File: src/rtl/lsu_mem_responder.sv
// Data-memory side of the LSU handshake: one req/ack bus access per start, aligned/extended load data.
// Latency: done pulse one cycle after DM_ACK (cycle 1 on error/misalign); DM_REQ held until ACK or timeout.
module lsu_mem_responder #(
   parameter int TIMEOUT_CYC = 16
) (
   input  logic        CLK,
   input  logic        RST,
   input  logic        LSU_START,
   input  logic        MEM_WRITE_ENB,
   input  logic [2:0]  LSU_OPT,
   input  logic [31:0] ADDR,
   input  logic [31:0] WDATA,
   output logic        READ_READY,
   output logic        WRITE_DONE,
   output logic [31:0] LSU_RESULT,
   output logic        BUSY,
   output logic        MISALIGN,
   output logic        ERR,
   output logic        DM_REQ,
   output logic        DM_WE,
   output logic [31:0] DM_ADDR,
   output logic [3:0]  DM_BE,
   output logic [31:0] DM_WDATA,
   input  logic        DM_ACK,
   input  logic [31:0] DM_RDATA
);

   localparam logic [1:0] S_IDLE   = 2'd0;
   localparam logic [1:0] S_ACCESS = 2'd1;
   localparam logic [1:0] S_DONE   = 2'd2;

   localparam logic [1:0] SZ_B = 2'd0;
   localparam logic [1:0] SZ_H = 2'd1;
   localparam logic [1:0] SZ_W = 2'd2;

   localparam logic [7:0] TMO = 8'(TIMEOUT_CYC);

   // Returns {legal, size} for a write-enable/opt pair.
   function automatic logic [2:0] decode(input logic we, input logic [2:0] opt);
      logic [2:0] d;
      d = {1'b0, SZ_B};
      case ({we, opt})
         4'b0000, 4'b0100: d = {1'b1, SZ_B};
         4'b0001, 4'b0101: d = {1'b1, SZ_H};
         4'b0010:          d = {1'b1, SZ_W};
         4'b1101:          d = {1'b1, SZ_B};
         4'b1110:          d = {1'b1, SZ_H};
         4'b1111:          d = {1'b1, SZ_W};
         default:          d = {1'b0, SZ_B};
      endcase
      return d;
   endfunction

   logic [1:0]  state;
   logic        we_q;
   logic        sext_q;
   logic [1:0]  size_q;
   logic [31:0] addr_q;
   logic [31:0] wdata_q;
   logic [7:0]  cnt;
   logic [7:0]  cnt_next;
   logic [31:0] result_q;
   logic        misalign_q;
   logic        err_q;

   logic [2:0]  in_dec;
   logic        in_legal;
   logic [1:0]  in_size;
   logic        in_mis;

   logic [31:0] rd_shift;
   logic [31:0] ld_data;
   logic [3:0]  be;
   logic [31:0] wd_rep;
   logic        in_access;

   assign in_dec   = decode(MEM_WRITE_ENB, LSU_OPT);
   assign in_legal = in_dec[2];
   assign in_size  = in_dec[1:0];
   assign in_mis   = in_legal && (((in_size == SZ_H) && ADDR[0]) ||
                                  ((in_size == SZ_W) && (ADDR[1:0] != 2'b00)));

   assign cnt_next = cnt + 8'd1;

   assign rd_shift = DM_RDATA >> {addr_q[1:0], 3'b000};

   always_comb begin
      ld_data = rd_shift;
      case (size_q)
         SZ_B:    ld_data = sext_q ? {{24{rd_shift[7]}}, rd_shift[7:0]}
                                   : {24'h0, rd_shift[7:0]};
         SZ_H:    ld_data = sext_q ? {{16{rd_shift[15]}}, rd_shift[15:0]}
                                   : {16'h0, rd_shift[15:0]};
         default: ld_data = rd_shift;
      endcase
   end

   always_comb begin
      be     = 4'b1111;
      wd_rep = wdata_q;
      case (size_q)
         SZ_B: begin
            be     = 4'b0001 << addr_q[1:0];
            wd_rep = {4{wdata_q[7:0]}};
         end
         SZ_H: begin
            be     = 4'b0011 << addr_q[1:0];
            wd_rep = {2{wdata_q[15:0]}};
         end
         default: begin
            be     = 4'b1111;
            wd_rep = wdata_q;
         end
      endcase
   end

   always_ff @(posedge CLK or negedge RST) begin
      if (!RST) begin
         state      <= S_IDLE;
         we_q       <= 1'b0;
         sext_q     <= 1'b0;
         size_q     <= SZ_B;
         addr_q     <= 32'h0;
         wdata_q    <= 32'h0;
         cnt        <= 8'h0;
         result_q   <= 32'h0;
         misalign_q <= 1'b0;
         err_q      <= 1'b0;
      end else begin
         case (state)
            S_IDLE: begin
               if (LSU_START) begin
                  we_q       <= MEM_WRITE_ENB;
                  sext_q     <= ~LSU_OPT[2];
                  size_q     <= in_size;
                  addr_q     <= ADDR;
                  wdata_q    <= WDATA;
                  cnt        <= 8'h0;
                  result_q   <= 32'h0;
                  misalign_q <= in_mis;
                  err_q      <= ~in_legal;
                  state      <= (!in_legal || in_mis) ? S_DONE : S_ACCESS;
               end
            end
            S_ACCESS: begin
               if (DM_ACK) begin
                  if (!we_q) begin
                     result_q <= ld_data;
                  end
                  state <= S_DONE;
               end else begin
                  cnt <= cnt_next;
                  // Abort once DM_REQ has been up for TIMEOUT_CYC cycles with no ACK.
                  if (cnt_next == TMO) begin
                     err_q <= 1'b1;
                     state <= S_DONE;
                  end
               end
            end
            S_DONE: begin
               state <= S_IDLE;
            end
            default: begin
               state <= S_IDLE;
            end
         endcase
      end
   end

   // Bus and status outputs decode straight from state so reset drops them without waiting for an edge.
   assign in_access  = (state == S_ACCESS);
   assign BUSY       = (state != S_IDLE);
   assign DM_REQ     = in_access;
   assign DM_WE      = in_access & we_q;
   assign DM_ADDR    = in_access ? {addr_q[31:2], 2'b00} : 32'h0;
   assign DM_BE      = in_access ? be : 4'b0000;
   assign DM_WDATA   = (in_access && we_q) ? wd_rep : 32'h0;
   assign READ_READY = (state == S_DONE) & ~we_q;
   assign WRITE_DONE = (state == S_DONE) & we_q;
   assign LSU_RESULT = result_q;
   assign MISALIGN   = misalign_q;
   assign ERR        = err_q;

endmodule
File: config.mk
export PLATFORM = sky130hd
export DESIGN_NAME = lsu_mem_responder
export DESIGN_NICKNAME = d
export VERILOG_FILES = /design/src/rtl/lsu_mem_responder.sv
export SDC_FILE = /design/constraint.sdc
export NUM_CORES = 1
export LEC_CHECK = 0
export BUFFER_PORTS_ARGS = -buffer_cell sky130_fd_sc_hd__buf_2
export CAP_MARGIN = 20
export CORE_AREA = 3 3 128 130
export DETAILED_ROUTE_END_ITERATION = 8
export DIE_AREA = 0 0 131 133
export MAX_ROUTING_LAYER = met4
export SETUP_SLACK_MARGIN = 0.1
export SYNTH_ARGS = -nofsm -noshare
export SYNTH_HDL_FRONTEND = slang
export SYNTH_SLANG_ARGS = --single-unit
export TNS_END_PERCENT = 50
File: constraint.sdc
create_clock -name CLK -period 4.19 [get_ports CLK]
set_input_delay 0.419 -clock CLK [delete_from_list [all_inputs] [get_ports CLK]]
set_output_delay 0.419 -clock CLK [all_outputs]
set_load 0.02 [all_outputs]
Yosys cells after proc, flatten, opt, wreduce, memory -nomap -nowiden
Memories as Yosys holds them, arrays and structs flattened. Index checks and enable logic that the tools add are counted.

Output and inout port bits: 107. Bits of input ports: 104. Memory bits (read-only): 48. Memories: 1. Logic and storage cells: 74. Register bits after elaboration: 112.

Shifts and indexed selects: 3. $add $sub $neg: 1. Muxes and demuxes: 24. Reduce and logical (&&, ||, !) cells: 17. Bitwise logic cells: 6. Equal/unequal tests: 12.

Memory list: (no name shown) (depth 16, width 3, rd ports 1, clocked after Yosys merged registers in 0, write ports 0, RTL line 42) `case ({we, opt})`.

Operators with widths (number): two-way mux 32 bit (7); case mux 32 bit (2 select lines) (3); right shift 32 x 5 -> 32 bit (1); two-way mux 8 bit (2); case mux 8 bit (2 select lines) (1); adder 8 x 1 -> 8 bit (second input constant) (1); equality test 8 x 5 -> 1 bit (second input constant) (1); two-way mux 2 bit (4); != test 2 bit (second input constant) (4); case mux 4 bit (2 select lines) (1); AND reduction 4 bit (2); equality test 2 x 1 -> 1 bit (second input constant) (3); nonzero test 2 bit (3); equality test 2 bit (second input constant) (2); logical AND 1 bit (4); logical NOT 2 bit (2); two-way mux 4 bit (1); case mux 2 bit (2 select lines) (1); AND reduction 2 bit (2); left shift 1 x 2 -> 4 bit (first input constant) (1); left shift 2 x 2 -> 4 bit (first input constant) (1); bitwise AND 1 bit (3); two-way mux 1 bit (3); != test 3 x 2 -> 1 bit (second input constant) (1); other kinds (6) (9).

Logic depth before layout (Yosys ltp)
Gate-level depths: netlist of run 1. An unclocked memory read counts as a cell.

Depth after elaboration: 9. Mapped depth: 7. Mapped depth without buffers: 6.

Worst setup path after synthesis of run 1
OpenSTA, ideal clock, no wires.

Path kind: reg2out. Start point: register addr_q[1]. End point: output DM_BE[3]. Data required time: 3.771 ns. Setup slack: 2.230 ns. Data arrival time: 1.541 ns. Path buffers: 2. Cell stages (with the launch flop): 5. Path through: dfrtp_1 dlygate4sd1_1 clkbuf_1 o21ai_0 a21oi_1.

Cells in the longest elaborated chain, start to end: 3. Elaborated cells between the ends (all ways): 4. Classes of those cells: shift (2); mux (2).

Ends and longest elaborated chain: start: declaration (RTL line 58) `logic [31:0] addr_q;`; start signal: assignment (RTL line 123) `addr_q <= 32'h0;`; start signal: assignment (RTL line 136) `addr_q <= ADDR;`; left shift 2 x 2 -> 4 bit / left shift 1 x 2 -> 4 bit (equally long branches) (RTL line 107, 103); case mux 4 bit (2 select lines) * (RTL line 101) `case (size_q)`; two-way mux 4 bit * (RTL line 176) `assign DM_BE = in_access ? be : 4'b0000;`; end: declaration (RTL line 22) `output logic [3:0] DM_BE,`.

Mark *: on every way between the ends. The rest lies on a longest branch, timed or not.

Worst setup path in the final report of run 1
Start point: register state[1]. End point: output DM_WDATA[19].

Cells in the longest elaborated chain, start to end: 3.

Ends and longest elaborated chain: start: declaration (RTL line 54) `logic [1:0] state;`; start signal: assignment (RTL line 142) `state <= (!in_legal || in_mis) ? S_DONE : S_ACCESS;`; equality test 2 x 1 -> 1 bit (RTL line 171) `assign in_access = (state == S_ACCESS);`; logical AND 1 bit (RTL line 177) `assign DM_WDATA = (in_access && we_q) ? wd_rep : 32'h0;`; two-way mux 32 bit (RTL line 177); end: declaration (RTL line 23) `output logic [31:0] DM_WDATA,`.

Every way passes these cells.

==> results of run 1 <==
registers in the layout, indices dropped and copies added, names as in the netlist:
| name | count |
|---|---|
| addr_q | 32 |
| state | 2 |
| we_q | 1 |
| wdata_q | 32 |
| MISALIGN | 1 |
| cnt | 8 |
| sext_q | 1 |
| LSU_RESULT | 32 |
| ERR | 1 |
| size_q | 2 |
metrics by stage:
stage	power, mW	util	setup slack [ns]
6_report	3.66	0.473	1.36
5_1_grt	3.93	0.473	1.12
4_1_cts	3.69	0.472	1.35
3_5_place_dp	2.85	0.454	1.63
3_3_place_gp	2.84	0.454	1.73
2_1_floorplan	2.43	-	2.23
per-layer routing:
| metal | up-vias | routed length (um) | part of all wire | global-route usage |
|---|---|---|---|---|
| met4 | 0 | 231 | 0.013 | 0.0514 |
| met2 | 198 | 8040 | 0.47 | 0.316 |
| met5 | - | 0 | 0 | - |
| li1 | 2618 | - | - | - |
| met3 | 19 | 1180 | 0.068 | 0.0460 |
| met1 | 2487 | 7800 | 0.45 | 0.270 |
cell usage in the layout, fill, tap and decap left out, types with 4 or more instances in the layout:
cell type	n
o21ai_1	17
nor2_1	41
mux2_2	8
and2_1	31
clkbuf_16	9
nand2_1	249
a221o_1	16
o21ai_0	18
nor3_1	4
buf_2	207
and3_1	11
buf_4	9
inv_1	5
mux2i_1	33
a21oi_1	38
dfrtp_1	112
power by group:
group          switching [mW]  internal (mW)
registers               0.221           1.35
logic                   0.797          0.471
clock network           0.419          0.407
logic make-up after synthesis:
logic type	synth area share
AND/OR/NAND/NOR	0.270
flip-flops	0.486
AO/OA/AOI/OAI	0.113
buffers and inverters	0.0427
multiplexers	0.0792
XOR/XNOR	0.00607
adder cells (fa/ha/maj)	0.00217
other	0.000650
layout make-up:
| cell class | count | area, um2 |
|---|---|---|
| Tap cell | 211 | 264 |
| Inverter | 6 | 27.5 |
| Sequential cell | 112 | 2800 |
| Timing Repair Buffer | 217 | 1130 |
| Multi-Input combinational cell | 516 | 2730 |
| Clock buffer | 10 | 229 |
| Clock inverter | 6 | 42.5 |
| Fill cell | 1566 | 8030 |
worst max path at each step:
| stage | startpoint | to | slack [ns] |
|---|---|---|---|
| after floorplan | addr_q[1]$_DFFE_PN0P_ | DM_BE[3] | 2.23 |
| after global placement | addr_q[0]$_DFFE_PN0P_ | LSU_RESULT[29]$_DFFE_PN0P_ | 1.73 |
| after detailed placement | state[1]$_DFFE_PN0P_ | LSU_RESULT[23]$_DFFE_PN0P_ | 1.63 |
| after CTS | state[1]$_DFFE_PN0P_ | DM_WDATA[29] | 1.35 |
| after global routing | state[1]$_DFFE_PN0P_ | DM_WDATA[28] | 1.12 |
| final | state[1]$_DFFE_PN0P_ | DM_WDATA[19] | 1.36 |
==> results_dict.tcl, run 1 <==
set metrics [dict create \
    dieHeight_um 133 \
    grt_usage 0.204 \
    placed_cell_area_um2 6930 \
    crit_buf_inv 2 \
    async_reset_ff_frac 1.00 \
    yosysMostFrequentCell "nand2_1" \
    place_congestion 0.847 \
    grt_pass1_vias 5237 \
    p_leak_nw 3.90 \
    syn2layout_area_growth_pct 25.2 \
    slew_violations 0 \
    worst_path_max_delay_cell "nand2_1" \
    numCtsBuffers 9 \
    rows 45 \
    path_cells "nand2b_1, clkinv_4, nand2_1, nor2_1, buf_2" \
    synth_area_leaders "dfrtp_1, nand2_1, mux2i_1, and2_1, a21oi_1" \
    dpl.cell_count 1061 \
    grt_overflow_total 0 \
    fin_cells 1078 \
    cpPeakStageDelay_ns 0.62 \
    port_buffers 208 \
    endpoint_kind "output pin" \
    holdWs_ns 0.150 \
    cts_tree "built" \
    final-setup-viol-count 0 \
    path_depth 5 \
    cts.sinks 112 \
    worst-path-max-fanout 44 \
    diodes 0 \
    antenna_found_initial 0 \
    core-area_um2 15300 \
    drtPass1Iterations 5 \
    cp_data_arrival_time_ns 2.41 \
    netlist_instances 682 \
    clockBufferDepth 2 \
    die_w_um 131 \
    syn_area_um2 5770 \
    ant_nets 0 \
    r2r_cells 6 \
    slew-limit-headroom 0.322 \
    rrSetupSlack_ns 1.62 \
    synthTopCellsByCount "nand2_1, dfrtp_1, nor2_1" \
    cp.required_ns 3.77 \
    seq_area_frac_synth 0.486 \
    viasPerCell 4.94 \
    criticalPathCategory "flip-flop to output pin" \
    yosys_warnings 0 \
    p_per_area_nw_per_um2 507 \
    synth_top_area_frac 0.486 \
    dp_hpwl_um 12300 \
    max_freq_mhz 354 \
    insertion_delay_ns 0.36 \
    crit_family "simple AND/OR/NAND/NOR gates" \
    fin_area_um2 7220 \
    wl_um 17200 \
    hold_buffers 0 \
    post-cts-setup-buffer-count 0 \
    htree_levels 3 \
    wire_per_inst_um 16.0 \
    synth_edf_count 0 \
    cp-start-kind "flip-flop" \
    rr_endpoint "LSU_RESULT[19]$_DFFE_PN0P_" \
    first_iter_violations 363 \
    hold_class "input pin to asynchronous set/reset pin" \
    grt_pass1_wl_um 27300 \
    path_clk_slew_ns 0.07 \
    worst_pin_slew_ns 1.01 \
    hold_viol 0 \
    vias 5322 \
    finalCriticalPeriod_ns 2.83 \
    drive_gt1_frac 0.288 \
    ys_ff_latch 112 \
    yosysTopAreaCell "dfrtp_1" \
    rsz0062_at_grt "no" \
    drv_cap 0 \
    start_util 0.378 \
    cts_root_buffer "clkbuf_16" \
    io_pins 211 \
    drc 0 \
    cts_resized 0 \
    synthDistinctLibCells 51 \
    fin_nets 967 \
    vdd_drop_max_mv 0.278 \
    r2r-start "addr_q[0]$_DFFE_PN0P_" \
    final.setup_skew_ns 0.00471 \
    grt_max_degree 63 \
    dieArea_um2 17400 \
    syn_avg_cell_area_um2 8.46 \
    post-route-period-util 0.675 \
    synth_flop_cell "dfrtp_1" \
    setup-tns-final_ns 0 \
    outcome "finished, final reports clean" \
]
Note: power is estimated with default switching activity, not from simulation.
==> run 2: changes to the inputs <==
--- a/config.mk
+++ b/config.mk
@@ -11,6 +11,7 @@
 export DETAILED_ROUTE_END_ITERATION = 8
 export DIE_AREA = 0 0 131 133
 export MAX_ROUTING_LAYER = met4
+export PLACE_DENSITY = 0.65
 export SETUP_SLACK_MARGIN = 0.1
 export SYNTH_ARGS = -nofsm -noshare
 export SYNTH_HDL_FRONTEND = slang
==> constraint.sdc (replaced) <==
create_clock -name CLK -period 2.4 [get_ports CLK]
set_input_delay 0.24 -clock CLK [delete_from_list [all_inputs] [get_ports CLK]]
set_output_delay 0.24 -clock CLK [all_outputs]
set_load 0.02 [all_outputs]
==> run 2 against run 1 <==
- worst setup slack got worse by 1.1 ns
- routed wire length fell by 0.20%
- total power rose by 78%
- via count rose by 0.39%
- final cell count rose by 0.93%
- clock power rose by 85%
- final area rose by 1.5%
- core utilization rose by 0.73 points
- die area did not move
- combinational power rose by 78%
==> results_dict.tcl, run 2 (synthesized netlist as in run 1, its figures left out) <==
set metrics [dict create \
    drive_gt1_frac 0.297 \
    outcome "finished, final reports clean" \
    htree_levels 3 \
    rrSetupSlack_ns 0.30 \
    finalCriticalPeriod_ns 2.17 \
    cts.sinks 112 \
    grt_usage 0.204 \
    crit_path_frequent_cell "nor2_1" \
    max_freq_mhz 460 \
    start_util 0.378 \
    core-area_um2 15300 \
    utilization 0.481 \
    endpoint_kind "output pin" \
    pre_cts_slack_ns 0.335 \
    worst_path_max_delay_cell "dfrtp_1" \
    post-cts-setup-buffer-count 0 \
    worst_pin_slew_ns 1.02 \
    criticalPathCategory "flip-flop to output pin" \
    p_leak_nw 3.97 \
    cp.required_ns 2.16 \
    place_congestion 0.906 \
    syn2layout_area_growth_pct 27.2 \
    drv_cap 0 \
    crit_buf_inv 2 \
    grt_overflow_total 0 \
    worst-path-max-fanout 11 \
    dp_hpwl_um 12600 \
    slew_violations 0 \
    drc 0 \
    clockBufferDepth 2 \
    viasPerCell 4.91 \
    layout_common_cells "nand2_1, buf_2, dfrtp_1, nor2_1, a21oi_1" \
    final.setup_skew_ns 0.00934 \
    slew-limit-headroom 0.318 \
    placed_cell_area_um2 7030 \
    cp_data_arrival_time_ns 1.93 \
    fin_nets 977 \
    insertion_delay_ns 0.35 \
    setup_slack_ns 0.228 \
    first_iter_violations 341 \
    rsz0062_at_grt "yes" \
    layout_commonest_cell "nand2_1" \
    rows 45 \
    multi_input_area_um2 2730 \
    setup-tns-final_ns 0 \
    wl_um 17200 \
    cts_root_buffer "clkbuf_16" \
    port_buffers 208 \
    grt_pass1_vias 5135 \
    grt_pass1_wl_um 27400 \
    grt_max_degree 50 \
    wire_per_inst_um 15.8 \
    drtPass1Iterations 6 \
    io_pins 211 \
    dieArea_um2 17400 \
    path_cells "buf_4, mux2i_1, nor2_1, a21oi_1, nor2_1, buf_2" \
    crit_family "flip-flops" \
    hold_viol 0 \
    die_w_um 131 \
    vias 5343 \
    path_clk_slew_ns 0.08 \
    numCtsBuffers 9 \
    final-setup-viol-count 0 \
    ff_latch_area_um2 2800 \
    dpl.cell_count 1071 \
    vdd_drop_max_mv 0.416 \
    dieHeight_um 133 \
    hold_class "input pin to flip-flop" \
    ant_nets 0 \
    fill_cells 1525 \
    fin_cells 1088 \
    antenna_found_initial 1 \
    cpPeakStageDelay_ns 0.65 \
    post-route-period-util 0.905 \
    cp-start-kind "flip-flop" \
    fin_area_um2 7340 \
    cts_tree "built" \
    p_per_area_nw_per_um2 889 \
]
## run 2: power by group
part,leakage (nW),switching (mW),total (mW),internal [mW]
clock network,0.145,0.692,1.53,0.834
logic,2.38,1.41,2.26,0.849
registers,1.44,0.381,2.73,2.35
total,3.97,2.49,6.52,4.04
## run 2: path summary, 6_finish.rpt
kind,to,start,cells after the start
setup / recovery,DM_WDATA[30],size_q[0]$_DFFE_PN0P_,6
hold / removal,wdata_q[21]$_DFFE_PN0P_,WDATA[21],3
setup reg to reg,LSU_RESULT[20]$_DFFE_PN0P_,addr_q[1]$_DFFE_PN0P_,5
hold reg to reg,addr_q[18]$_DFFE_PN0P_,addr_q[18]$_DFFE_PN0P_,2
max in group asynchronous,wdata_q[1]$_DFFE_PN0P_,RST,3
min in group asynchronous,LSU_RESULT[10]$_DFFE_PN0P_,RST,2
## run 2: stage by stage
step           power [mW]  hold WS, ns
2_1_floorplan        4.24      -0.0556
3_3_place_gp         5.00        0.210
3_5_place_dp         5.03        0.212
4_1_cts              6.59       0.0558
5_1_grt              6.99       0.0679
6_report             6.52       0.0721
## run 2: layout make-up
type,instances,area share
timing repair buffer,227,0.165
multi-input combinational,516,0.372
antenna,1,0.000341
inverter,6,0.00375
clock buffer,10,0.0326
clock inverter,5,0.00768
tap,211,0.0360
sequential,112,0.382
## run 2: tightest hold or removal path: cells and delay by family
family                 cells  cell delay [ns]
buffers and inverters      1             0.07
AND/OR/NAND/NOR            2             0.08
## run 2: timing repair
action                     in CTS  in global routing
setup endpoints to repair       0                 15
hold buffers                    1                  0
gates resized for setup         0                  1
hold endpoints to repair       28                  0
## run 2: layer usage
| layer | GRT usage | routed length (um) | vias to the layer above |
|---|---|---|---|
| li1 | - | - | 2630 |
| met2 | 0.295 | 7760 | 213 |
| met3 | 0.0472 | 1400 | 16 |
| met1 | 0.284 | 7750 | 2484 |
| met5 | - | 0 | - |
| met4 | 0.0634 | 301 | 0 |
==> run 3: changes to the inputs <==
--- a/config.mk
+++ b/config.mk
@@ -5,11 +5,13 @@
 export SDC_FILE = /design/constraint.sdc
 export NUM_CORES = 1
 export LEC_CHECK = 0
+export ABC_AREA = 1
 export BUFFER_PORTS_ARGS = -buffer_cell sky130_fd_sc_hd__buf_2
 export CAP_MARGIN = 20
-export CORE_AREA = 3 3 128 130
+export CORE_AREA = 3 3 129 131
 export DETAILED_ROUTE_END_ITERATION = 8
-export DIE_AREA = 0 0 131 133
+export DIE_AREA = 0 0 132 134
+export GPL_ROUTABILITY_DRIVEN = 0
 export MAX_ROUTING_LAYER = met4
 export PLACE_DENSITY = 0.65
 export SETUP_SLACK_MARGIN = 0.1
==> run 3 against run 2 <==
- first-iteration DRC count increased by 28%
- non-clock buffer count increased by 1
- core utilization decreased by 0.16 points
- clock skew decreased by 0.00068 ns
- die area increased by 1.5%
- combinational power increased by 98%
- via count increased by 7.5%
- total power increased by 45%
- sequential power increased by 17%
- worst setup slack improved by 0.035 ns
- routed wire length decreased by 1.4%
- clock power increased by 16%
- largest power group is now combinational cells
==> results_dict.tcl, run 3 <==
set metrics [dict create \
    outcome "finished, final reports clean" \
    ys_ff_latch 112 \
    dp_hpwl_um 12500 \
    drc 0 \
    min_to "wdata_q[28]$_DFFE_PN0P_" \
    io_pins 211 \
    grt_usage 0.196 \
    slew-limit-headroom 0.570 \
    r2r_cells 6 \
    vdd_drop_max_mv 0.577 \
    grt_max_degree 51 \
    viasPerCell 4.74 \
    worst_pin_slew_ns 0.645 \
    port_buffers 208 \
    cp_data_arrival_time_ns 1.90 \
    start_util 0.374 \
    hold_class "input pin to flip-flop" \
    antenna_found_initial 0 \
    r2r-start "state[0]$_DFFE_PN0P_" \
    fill_cells 1609 \
    cp-start-kind "flip-flop" \
    dieArea_um2 17700 \
    p_leak_nw 4.07 \
    hold_start "WDATA[28]" \
    die_w_um 132 \
    syn2layout_area_growth_pct 28.0 \
    async_reset_ff_frac 1.00 \
    hold_depth 3 \
    synth_top_area_frac 0.477 \
    multi_input_area_um2 2500 \
    seq_area_frac_synth 0.477 \
    insertion_delay_ns 0.35 \
    grt_pass1_wl_um 27200 \
    synth_edf_count 0 \
    drtPass1Iterations 5 \
    final-setup-viol-count 0 \
    synth_area_leaders "dfrtp_1, nand2_1, o21ai_0, inv_1, nor2_1" \
    dpl.cell_count 1192 \
    first_iter_violations 437 \
    cts.sinks 112 \
    core-area_um2 15700 \
    syn_area_um2 5880 \
    synth_flop_cell "dfrtp_1" \
    rsz0062_at_grt "no" \
    rr_endpoint "size_q[0]$_DFFE_PN0P_" \
    rows 46 \
    crit_path_frequent_cell "buf_4" \
    numCtsBuffers 9 \
    netlist_instances 795 \
    slew_violations 0 \
    yosysMostFrequentCell "nand2_1" \
    yosysTopAreaCell "dfrtp_1" \
    yosys_warnings 0 \
    worst-path-max-fanout 18 \
    dieHeight_um 134 \
    cts_root_buffer "clkbuf_16" \
    post-route-period-util 0.890 \
    criticalPathCategory "flip-flop to output pin" \
    p_per_area_nw_per_um2 1250 \
    cts_tree "built" \
    final.setup_skew_ns 0.00866 \
    ant_nets 0 \
    hold_viol 0 \
    clockBufferDepth 2 \
    synthTopCellsByCount "nand2_1, dfrtp_1, inv_1, o21ai_0, nor2_1" \
    rrSetupSlack_ns 0.55 \
    layout_common_cells "nand2_1, buf_2, dfrtp_1, o21ai_0, inv_1" \
    fin_cells 1212 \
    path_clk_slew_ns 0.07 \
    worst_path_max_delay_cell "dfrtp_1" \
    fin_nets 1096 \
    layout_commonest_cell "nand2_1" \
    diodes 0 \
    finalCriticalPeriod_ns 2.14 \
    max_freq_mhz 468 \
    placed_cell_area_um2 7140 \
    grt_overflow_total 0 \
    cp.required_ns 2.16 \
    vias 5743 \
    htree_levels 3 \
    synthDistinctLibCells 32 \
    syn_avg_cell_area_um2 7.40 \
    cpPeakStageDelay_ns 0.38 \
    wire_per_inst_um 14.0 \
    path_cells "buf_4, nor2_2, clkinvlp_4, buf_4, o221ai_1, nor2_1, buf_2" \
    grt_pass1_vias 5322 \
    wl_um 17000 \
    endpoint_kind "output pin" \
    drv_cap 0 \
    drive_gt1_frac 0.271 \
    setup-tns-final_ns 0 \
    ff_latch_area_um2 2800 \
    fin_area_um2 7530 \
]
-- run 3: what timing repair did --
action | in CTS | in global routing
gates resized for setup | 1 | 2
hold buffers | 1 | 0
endpoints found under the setup margin | 7 | 16
hold endpoints to repair | 44 | 0
buffers inserted | 3 | 0
-- run 3: kinds of logic (layout without fill, tap and decap cells) --
logic type	after synthesis	after routing	synth area share
and+or+nand+nor	377	377	0.256
DFF	112	112	0.477
buffers and inverters	143	343	0.0985
adders and majority gates	1	1	0.00213
AOI/OAI and AO/OA	154	154	0.154
muxes	7	7	0.0119
other	1	2	0.000638
-- run 3: worst max-delay path by stage --
| stage | cells after the start | from | to | slack [ns] |
|---|---|---|---|---|
| 2_1_floorplan | 6 | state[1]$_DFFE_PN0P_ | DM_WDATA[22] | 0.56 |
| 6_report | 7 | size_q[1]$_DFFE_PN0P_ | DM_WDATA[11] | 0.26 |
| 3_5_place_dp | 6 | size_q[1]$_DFFE_PN0P_ | DM_WDATA[29] | 0.44 |
| 5_1_grt | 7 | state[1]$_DFFE_PN0P_ | DM_WDATA[16] | 0.11 |
| 3_3_place_gp | 6 | size_q[1]$_DFFE_PN0P_ | DM_WDATA[11] | 0.54 |
| 4_1_cts | 7 | size_q[1]$_DFFE_PN0P_ | DM_WDATA[11] | 0.13 |
-- run 3: power breakdown --
| group | total (mW) | switching [mW] | internal (mW) |
|---|---|---|---|
| Combinational | 4.48 | 3.05 | 1.43 |
| Clock | 1.77 | 0.710 | 1.06 |
| Sequential | 3.19 | 0.474 | 2.71 |
| Total | 9.43 | 4.24 | 5.20 |
-- run 3: final cells by class --
cell class / instances / share of cell area
inverters: 99 / 0.0500
well taps: 216 / 0.0359
clock inverters: 6 / 0.0153
repair buffers: 228 / 0.162
flip-flops and latches: 112 / 0.372
multi-input cells: 541 / 0.333
clock buffers: 10 / 0.0317
-- run 3: per-layer routing --
layer	part of all wire	routed length (um)	global-route usage
met4	0.018	306	0.0618
met1	0.46	7840	0.263
met5	0	0	-
met3	0.066	1120	0.0364
met2	0.45	7720	0.303
-- run 3: through the flow --
step           setup WS, ns  hold WS (ns)  utilization  total power [mW]
4_1_cts               0.134        0.0663        0.479              9.52
6_report              0.263        0.0816        0.479              9.43
2_1_floorplan         0.562       -0.0556            -              6.26
3_5_place_dp          0.444         0.313        0.454              7.66
3_3_place_gp          0.535         0.307        0.454              7.60
5_1_grt               0.115        0.0820        0.479              10.2
-- run 3: critical path, delay by kind of cell, from the launching register on --
family                 cells  cell delay (ns)
AO/OA/AOI/OAI              1             0.25
buffers and inverters      4             0.64
flip-flops                 1             0.38
AND/OR/NAND/NOR            2             0.27
